--- src/rtl/cache_bank_request_scheduler.sv ---
// cache_bank_request_scheduler
// Shared in-order request queue in front of a dual-channel cache bank.
// Router ports are admitted round-robin into the queue. The two oldest
// entries are issued each cycle on channels A and B when that is hazard-safe.
// Read data is returned to the originating port two edges after acceptance.
module cache_bank_request_scheduler #(
    parameter int NUM_PORTS                = 4,
    parameter int DATA_WIDTH               = 32,
    parameter int CACHE_BANK_ADDRESS_WIDTH = 8,
    parameter int NETWORK_ADDRESS_WIDTH    = 4,
    parameter int QUEUE_DEPTH              = 8
) (
    input  logic                                         clk,
    input  logic                                         reset,
    input  logic [NUM_PORTS-1:0]                         req_valid,
    input  logic [NUM_PORTS-1:0]                         req_write,
    input  logic [NUM_PORTS*CACHE_BANK_ADDRESS_WIDTH-1:0] req_addr,
    input  logic [NUM_PORTS*DATA_WIDTH-1:0]              req_data,
    input  logic [NUM_PORTS*NETWORK_ADDRESS_WIDTH-1:0]   req_src,
    output logic [NUM_PORTS-1:0]                         req_ready,
    output logic [NUM_PORTS-1:0]                         resp_valid,
    output logic [NUM_PORTS*DATA_WIDTH-1:0]              resp_data,
    output logic [NUM_PORTS*NETWORK_ADDRESS_WIDTH-1:0]   resp_src,
    output logic [CACHE_BANK_ADDRESS_WIDTH-1:0]          mem_addr_a,
    output logic [CACHE_BANK_ADDRESS_WIDTH-1:0]          mem_addr_b,
    output logic [DATA_WIDTH-1:0]                        mem_wdata_a,
    output logic [DATA_WIDTH-1:0]                        mem_wdata_b,
    output logic                                         mem_we_n_a,
    output logic                                         mem_we_n_b,
    input  logic [DATA_WIDTH-1:0]                        mem_rdata_a,
    input  logic [DATA_WIDTH-1:0]                        mem_rdata_b,
    output logic [$clog2(QUEUE_DEPTH):0]                 queue_count
);

    localparam int AW     = CACHE_BANK_ADDRESS_WIDTH;
    localparam int DW     = DATA_WIDTH;
    localparam int NW     = NETWORK_ADDRESS_WIDTH;
    localparam int PORT_W = (NUM_PORTS > 1) ? $clog2(NUM_PORTS) : 1;
    localparam int PTR_W  = $clog2(QUEUE_DEPTH);
    localparam int CNT_W  = PTR_W + 1;
    localparam logic [CNT_W-1:0] DEPTH_C = CNT_W'(QUEUE_DEPTH);

    // Queue storage: one record per accepted request.
    logic [AW-1:0]     qAddr  [QUEUE_DEPTH];
    logic [DW-1:0]     qData  [QUEUE_DEPTH];
    logic              qWrite [QUEUE_DEPTH];
    logic [PORT_W-1:0] qPort  [QUEUE_DEPTH];
    logic [NW-1:0]     qSrc   [QUEUE_DEPTH];

    logic [PTR_W-1:0]  headPtr;
    logic [PTR_W-1:0]  tailPtr;
    logic [PTR_W-1:0]  headNext;
    logic [PORT_W-1:0] rrPtr;
    logic [PORT_W-1:0] rrNext;

    // Issue decision for the current cycle.
    logic              issueA;
    logic              issueB;
    logic              sameAddr;
    logic              anyWrite;
    logic              samePortReads;
    logic [CNT_W-1:0]  issueNum;

    // Acceptance bookkeeping.
    logic [CNT_W-1:0]  freeSlots;
    logic [PORT_W-1:0] portOffset [NUM_PORTS];
    logic [CNT_W-1:0]  portRank   [NUM_PORTS];
    logic [PTR_W-1:0]  slot       [NUM_PORTS];
    logic [NUM_PORTS-1:0] acceptMask;
    logic [CNT_W-1:0]  acceptNum;

    // Read tags for the entries presented to the bank last edge.
    logic              tagValidA;
    logic              tagValidB;
    logic [PORT_W-1:0] tagPortA;
    logic [PORT_W-1:0] tagPortB;
    logic [NW-1:0]     tagSrcA;
    logic [NW-1:0]     tagSrcB;
    logic [NUM_PORTS-1:0] respFromB;

    // Position of a port in the rotated order that starts at the rr pointer.
    function automatic logic [PORT_W-1:0] rotOffset(input int port, input logic [PORT_W-1:0] start);
        int diff;
        diff = port - int'(start);
        if (diff < 0) begin
            diff = diff + NUM_PORTS;
        end
        return PORT_W'(diff);
    endfunction

    // Choose which of the two oldest entries can be issued this cycle.
    always_comb begin
        headNext      = headPtr + PTR_W'(1);
        issueA        = (queue_count != CNT_W'(0));
        sameAddr      = (qAddr[headPtr] == qAddr[headNext]);
        anyWrite      = qWrite[headPtr] | qWrite[headNext];
        samePortReads = !qWrite[headPtr] && !qWrite[headNext] &&
                        (qPort[headPtr] == qPort[headNext]);
        if (queue_count >= CNT_W'(2)) begin
            issueB = !(sameAddr && anyWrite) && !samePortReads;
        end else begin
            issueB = 1'b0;
        end
        issueNum = CNT_W'(issueA) + CNT_W'(issueB);
    end

    // Rank valid ports in rotated order; a port is ready if its rank fits in the free space.
    always_comb begin
        freeSlots = DEPTH_C - queue_count + issueNum;
        for (int i = 0; i < NUM_PORTS; i++) begin
            portOffset[i] = rotOffset(i, rrPtr);
        end
        for (int i = 0; i < NUM_PORTS; i++) begin
            portRank[i] = CNT_W'(0);
            for (int j = 0; j < NUM_PORTS; j++) begin
                if (req_valid[j] && (portOffset[j] < portOffset[i])) begin
                    portRank[i] = portRank[i] + CNT_W'(1);
                end else begin
                    portRank[i] = portRank[i];
                end
            end
            req_ready[i] = (portRank[i] < freeSlots);
        end
    end

    // Work out queue slots for granted ports and where the rr pointer moves next.
    always_comb begin
        acceptMask = req_valid & req_ready;
        acceptNum  = CNT_W'(0);
        rrNext     = rrPtr;
        for (int i = 0; i < NUM_PORTS; i++) begin
            slot[i] = tailPtr + portRank[i][PTR_W-1:0];
            if (acceptMask[i]) begin
                acceptNum = acceptNum + CNT_W'(1);
            end else begin
                acceptNum = acceptNum;
            end
            // Valid ports have contiguous ranks, so the first refused one sits at rank == free.
            if (req_valid[i] && !req_ready[i] && (portRank[i] == freeSlots)) begin
                rrNext = PORT_W'(i);
            end else begin
                rrNext = rrNext;
            end
        end
    end

    // Queue storage, pointers, occupancy and arbitration pointer.
    always_ff @(posedge clk or negedge reset) begin
        if (!reset) begin
            headPtr     <= PTR_W'(0);
            tailPtr     <= PTR_W'(0);
            queue_count <= CNT_W'(0);
            rrPtr       <= PORT_W'(0);
            for (int k = 0; k < QUEUE_DEPTH; k++) begin
                qAddr[k]  <= AW'(0);
                qData[k]  <= DW'(0);
                qWrite[k] <= 1'b0;
                qPort[k]  <= PORT_W'(0);
                qSrc[k]   <= NW'(0);
            end
        end else begin
            for (int i = 0; i < NUM_PORTS; i++) begin
                if (acceptMask[i]) begin
                    qAddr[slot[i]]  <= req_addr[i*AW +: AW];
                    qData[slot[i]]  <= req_data[i*DW +: DW];
                    qWrite[slot[i]] <= req_write[i];
                    qPort[slot[i]]  <= PORT_W'(i);
                    qSrc[slot[i]]   <= req_src[i*NW +: NW];
                end
            end
            headPtr     <= headPtr + issueNum[PTR_W-1:0];
            tailPtr     <= tailPtr + acceptNum[PTR_W-1:0];
            queue_count <= queue_count + acceptNum - issueNum;
            rrPtr       <= rrNext;
        end
    end

    // Present up to two entries to the bank and record tags for the reads.
    always_ff @(posedge clk or negedge reset) begin
        if (!reset) begin
            mem_addr_a  <= AW'(0);
            mem_addr_b  <= AW'(0);
            mem_wdata_a <= DW'(0);
            mem_wdata_b <= DW'(0);
            mem_we_n_a  <= 1'b1;
            mem_we_n_b  <= 1'b1;
            tagValidA   <= 1'b0;
            tagValidB   <= 1'b0;
            tagPortA    <= PORT_W'(0);
            tagPortB    <= PORT_W'(0);
            tagSrcA     <= NW'(0);
            tagSrcB     <= NW'(0);
        end else begin
            if (issueA) begin
                mem_addr_a  <= qAddr[headPtr];
                mem_wdata_a <= qData[headPtr];
                mem_we_n_a  <= !qWrite[headPtr];
                tagValidA   <= !qWrite[headPtr];
                tagPortA    <= qPort[headPtr];
                tagSrcA     <= qSrc[headPtr];
            end else begin
                mem_we_n_a  <= 1'b1;
                tagValidA   <= 1'b0;
            end
            if (issueB) begin
                mem_addr_b  <= qAddr[headNext];
                mem_wdata_b <= qData[headNext];
                mem_we_n_b  <= !qWrite[headNext];
                tagValidB   <= !qWrite[headNext];
                tagPortB    <= qPort[headNext];
                tagSrcB     <= qSrc[headNext];
            end else begin
                mem_we_n_b  <= 1'b1;
                tagValidB   <= 1'b0;
            end
        end
    end

    // Turn last cycle's read tags into per-port response strobes; A and B never share a port.
    always_ff @(posedge clk or negedge reset) begin
        if (!reset) begin
            resp_valid <= {NUM_PORTS{1'b0}};
            resp_src   <= {(NUM_PORTS*NW){1'b0}};
            respFromB  <= {NUM_PORTS{1'b0}};
        end else begin
            for (int i = 0; i < NUM_PORTS; i++) begin
                if (tagValidA && (tagPortA == PORT_W'(i))) begin
                    resp_valid[i]         <= 1'b1;
                    resp_src[i*NW +: NW]  <= tagSrcA;
                    respFromB[i]          <= 1'b0;
                end else if (tagValidB && (tagPortB == PORT_W'(i))) begin
                    resp_valid[i]         <= 1'b1;
                    resp_src[i*NW +: NW]  <= tagSrcB;
                    respFromB[i]          <= 1'b1;
                end else begin
                    resp_valid[i]         <= 1'b0;
                    resp_src[i*NW +: NW]  <= NW'(0);
                    respFromB[i]          <= 1'b0;
                end
            end
        end
    end

    // Bank read data arrives the cycle the strobe is up; steer it to the owning port.
    always_comb begin
        resp_data = {(NUM_PORTS*DW){1'b0}};
        for (int i = 0; i < NUM_PORTS; i++) begin
            if (resp_valid[i]) begin
                if (respFromB[i]) begin
                    resp_data[i*DW +: DW] = mem_rdata_b;
                end else begin
                    resp_data[i*DW +: DW] = mem_rdata_a;
                end
            end else begin
                resp_data[i*DW +: DW] = DW'(0);
            end
        end
    end

endmodule

--- config.mk ---
export PLATFORM = sky130hd
export DESIGN_NAME = cache_bank_request_scheduler
export DESIGN_NICKNAME = d
export VERILOG_FILES = /design/src/rtl/cache_bank_request_scheduler.sv
export SDC_FILE = /design/constraint.sdc
export NUM_CORES = 2
export LEC_CHECK = 0
export CORE_MARGIN = 3
export CORE_UTILIZATION = 40
export DETAILED_ROUTE_END_ITERATION = 7
export SLEW_MARGIN = 40
export SYNTH_ARGS = -nofsm -noshare
export SYNTH_HDL_FRONTEND = slang
export SYNTH_SLANG_ARGS = --single-unit
export TNS_END_PERCENT = 10
--- constraint.sdc ---
create_clock -name clk -period 11.7 [get_ports clk]
set_input_delay 1.17 -clock clk [delete_from_list [all_inputs] [get_ports clk]]
set_output_delay 1.17 -clock clk [all_outputs]
set_load 0.01 [all_outputs]
==> impl_metrics.ini <==
[setup_path]
cp_common_cell = ha_1
slowest_cell_on_crit_path = buf_12
worstSetupStartpointType = flop
worst_ep_required_ps = 12280
arrival_ps = 9520
slowest_delay_ps = 650
cp-end-kind = flop
worstPathMaxFanout = 80
crit_type = flop to flop

[clocking]
clkSlewWorstSetupHoldPaths_ps = 70
cts.root.buffer_cell = clkbuf_16
postCtsSetupBuffers = 0
cts_max_level = 2
clk_lat_worst_skew_ps = 680
post_cts_resize_count = 0
cts_num_sinks = 508
cts_buffers = 61
clock_path_buffers = 3
cts_tree = built
cts.hold.buffers_added = 0

[cells_and_area]
share_of_final_layout_standard_cells_stronger_than_drive_strength_1_pct = 11.1
design.final.nets = 4448
layout_commonest_cell = mux2i_1
most_used_cells_in_the_layout_excluding_fill_and_tap_cells = 559 x mux2i_1, 496 x dfrtp_1, 485 x clkdlybuf4s50_1
syn_to_final_growth_pct = 19.2

[routing]
drtIter0Drc = 4685
remaining_drc_errors = 0
detail_route.wirelength_um = 180000
final_antenna_net_count = 0
detailroute.via_count = 38100
wire_per_inst_um = 32.7
viasPerCell = 6.92
detailedRoute.firstPassIterationCount = 8

[yosys]
synth_largest_type_area_fraction_pct = 31.6
synth_seq_cells = 508
synth_compound_area_share_pct = 23.1
post_synth_mux_area_share_pct = 25.6
yosys.area.top_type = dfrtp_1
synth-async-reset-ratio_pct = 100
synth_enable_flop_cells = 0
synth_sequential_area_ratio_pct = 31.7
syn-num-nets = 4446
post_synth_inst_count = 4146
synth_simple_gate_area_share_pct = 9.67
netlist_area_um2 = 40100
largest_family_of_logic_cells_by_synthesized_area = multiplexers
synth_top_cells_by_area = dfrtp_1 32%, mux2i_1 14%, mux4_2 10%
post_synth_xor_area_fraction_pct = 1.05
ys_dominant_reg_cell = dfrtp_1
synth.yosys.warnings = 0
syn-mean-instance-area_um2 = 9.67
synthAdderAreaFrac_pct = 1.73
synth.lib_cells_used.distinct = 54

[sta]
finalCritPeriodShare_pct = 76.4
finalCriticalPeriod_ps = 8940
worst_clock_skew_ps = 34.9
setup_viol = 0
timing_hold_violations_final = 0
rsz0062_at_grt = no
max_slew_margin_pct = 32.2
maxSlewViolCount = 0
worstMarginPinSlew_ps = 1020
timing.setup.tns_ps = 0
timing.fmax_mhz = 112

[floorplanning]
die_outline_height_um = 323
start_util_pct = 40.6
top_level_pins = 488
die_x_um = 323
fp.dieArea_um2 = 104000
core_area_um2 = 98900
rows = 115

[global_route]
global_route_wire_length_before_repair_um = 259000
grt_pass1_vias = 37100
grt_util_met1_pct = 41.0
global_route.usage.met3_pct = 9.12
number_of_antenna_violations_at_the_first_check_in_global_routing = 22
global_route.peak_usage_layer = met2
pin_count_of_the_biggest_net_entering_global_routing = 185
met2_usage_pct = 54.0
globalRouteTotalUtil_pct = 33.4
grt_overflow = 0

[status]
run_status = finished, final reports clean

[place]
gp_routability_congestion = 0.853
io_buffer_count = 487
dpl.hpwl_um = 108000

[min_path]
hold_crit_path_type = input pin to asynchronous set/reset pin

[run]
max-cap-violations = 0
registers in the layout, indices dropped and copies added (netlist names), 2 cells and up:
name,count
tailPtr,3
tagSrcA,4
tagPortA,2
tagPortB,2
qSrc,32
mem_wdata_b,32
qAddr,64
qPort,16
rrPtr,2
tagSrcB,4
qData,256
headPtr,3
qWrite,8
respFromB,4
resp_src,16
mem_wdata_a,32
mem_addr_b,8
queue_count,4
resp_valid,4
mem_addr_a,8
cells in the mapped netlist (9+ instances only):
cell         n
fa_1         9
buf_2      104
o21ai_0     50
ha_1        41
xnor2_1     25
a31oi_1    361
clkbuf_1   384
nor3_1      16
inv_1       58
a22o_1      16
mux2i_1    559
nand2_1    197
nand2b_1    16
o2bb2ai_1  360
nand3_1     25
and3_1      19
nor2b_1    133
buf_1      138
xor2_1      21
nor3b_1     13
mux2_1      39
dfrtp_1    506
a221oi_1   360
a21oi_1     22
buf_4       15
mux4_2     186
nor2_1     391
metrics by stage:
| stage | utilization, % | area, um2 | std cells | hold slack, ps | worst slack (ps) |
|---|---|---|---|---|---|
| final | 48.3 | 47800 | 5501 | 293 | 2760 |
| after global routing | 48.3 | 47800 | 5495 | 277 | 2200 |
| after CTS | 48.2 | 47600 | 5481 | 266 | 2680 |
| after detailed placement | 45.9 | 45400 | 5368 | 470 | 2720 |
| after global placement | 45.6 | 45100 | 5355 | 466 | 2430 |
| after floorplan | - | 40100 | 4146 | 488 | 4400 |
cells by family after synthesis:
kind of cell             count (synthesis)
AO/OA/AOI/OAI                         1198
AND/OR/NAND/NOR                        853
multiplexers                           789
buffers and inverters                  701
flip-flops                             508
adder cells (fa/ha/maj)                 50
XOR/XNOR                                47
per-layer routing:
| layer | vias up | share of wire, % |
|---|---|---|
| li1 | 16000 | - |
| met1 | 18900 | 37 |
| met2 | 2668 | 46 |
| met3 | 551 | 12 |
| met4 | 8 | 5.2 |
| met5 | - | 0.044 |
final cells by class:
class	instances	area [um2]
Antenna cell	16	40.0
Tap cell	1287	1610
Clock inverter	28	380
Sequential cell	508	12700
Timing Repair Buffer	581	5950
Inverter	59	221
Clock buffer	85	1810
Multi-Input combinational cell	2937	25000
Fill cell	9111	51100
final timing paths:
check / start / to / slack, ps / cells past startpoint
max: headPtr[1]$_DFF_PN0_ / queue_count[3]$_DFF_PN0_ / 2760 / 28
min: reset / mem_wdata_a[5]$_DFFE_PN0P_ / 290 / 1
max reg2reg: headPtr[1]$_DFF_PN0_ / queue_count[3]$_DFF_PN0_ / 2760 / 28
min reg2reg: mem_addr_a[4]$_DFFE_PN0P_ / mem_addr_a[4]$_DFFE_PN0P_ / 480 / 2
max in group asynchronous: reset / mem_wdata_a[25]$_DFFE_PN0P_ / 9310 / 5
min in group clk: mem_addr_a[4]$_DFFE_PN0P_ / mem_addr_a[4]$_DFFE_PN0P_ / 480 / 2
worst max-delay path, delay by kind of cell, from the launching register on:
family | cells | cell delay [ps]
fa+ha+maj | 9 | 3530
compound gates | 6 | 1390
mux | 3 | 1150
buf+inv | 4 | 1040
flops | 1 | 620
xor+xnor | 3 | 600
simple gates | 3 | 420
Power is not shown: default switching activity piles up to over one toggle a cycle in this logic, so the estimate is an artifact.
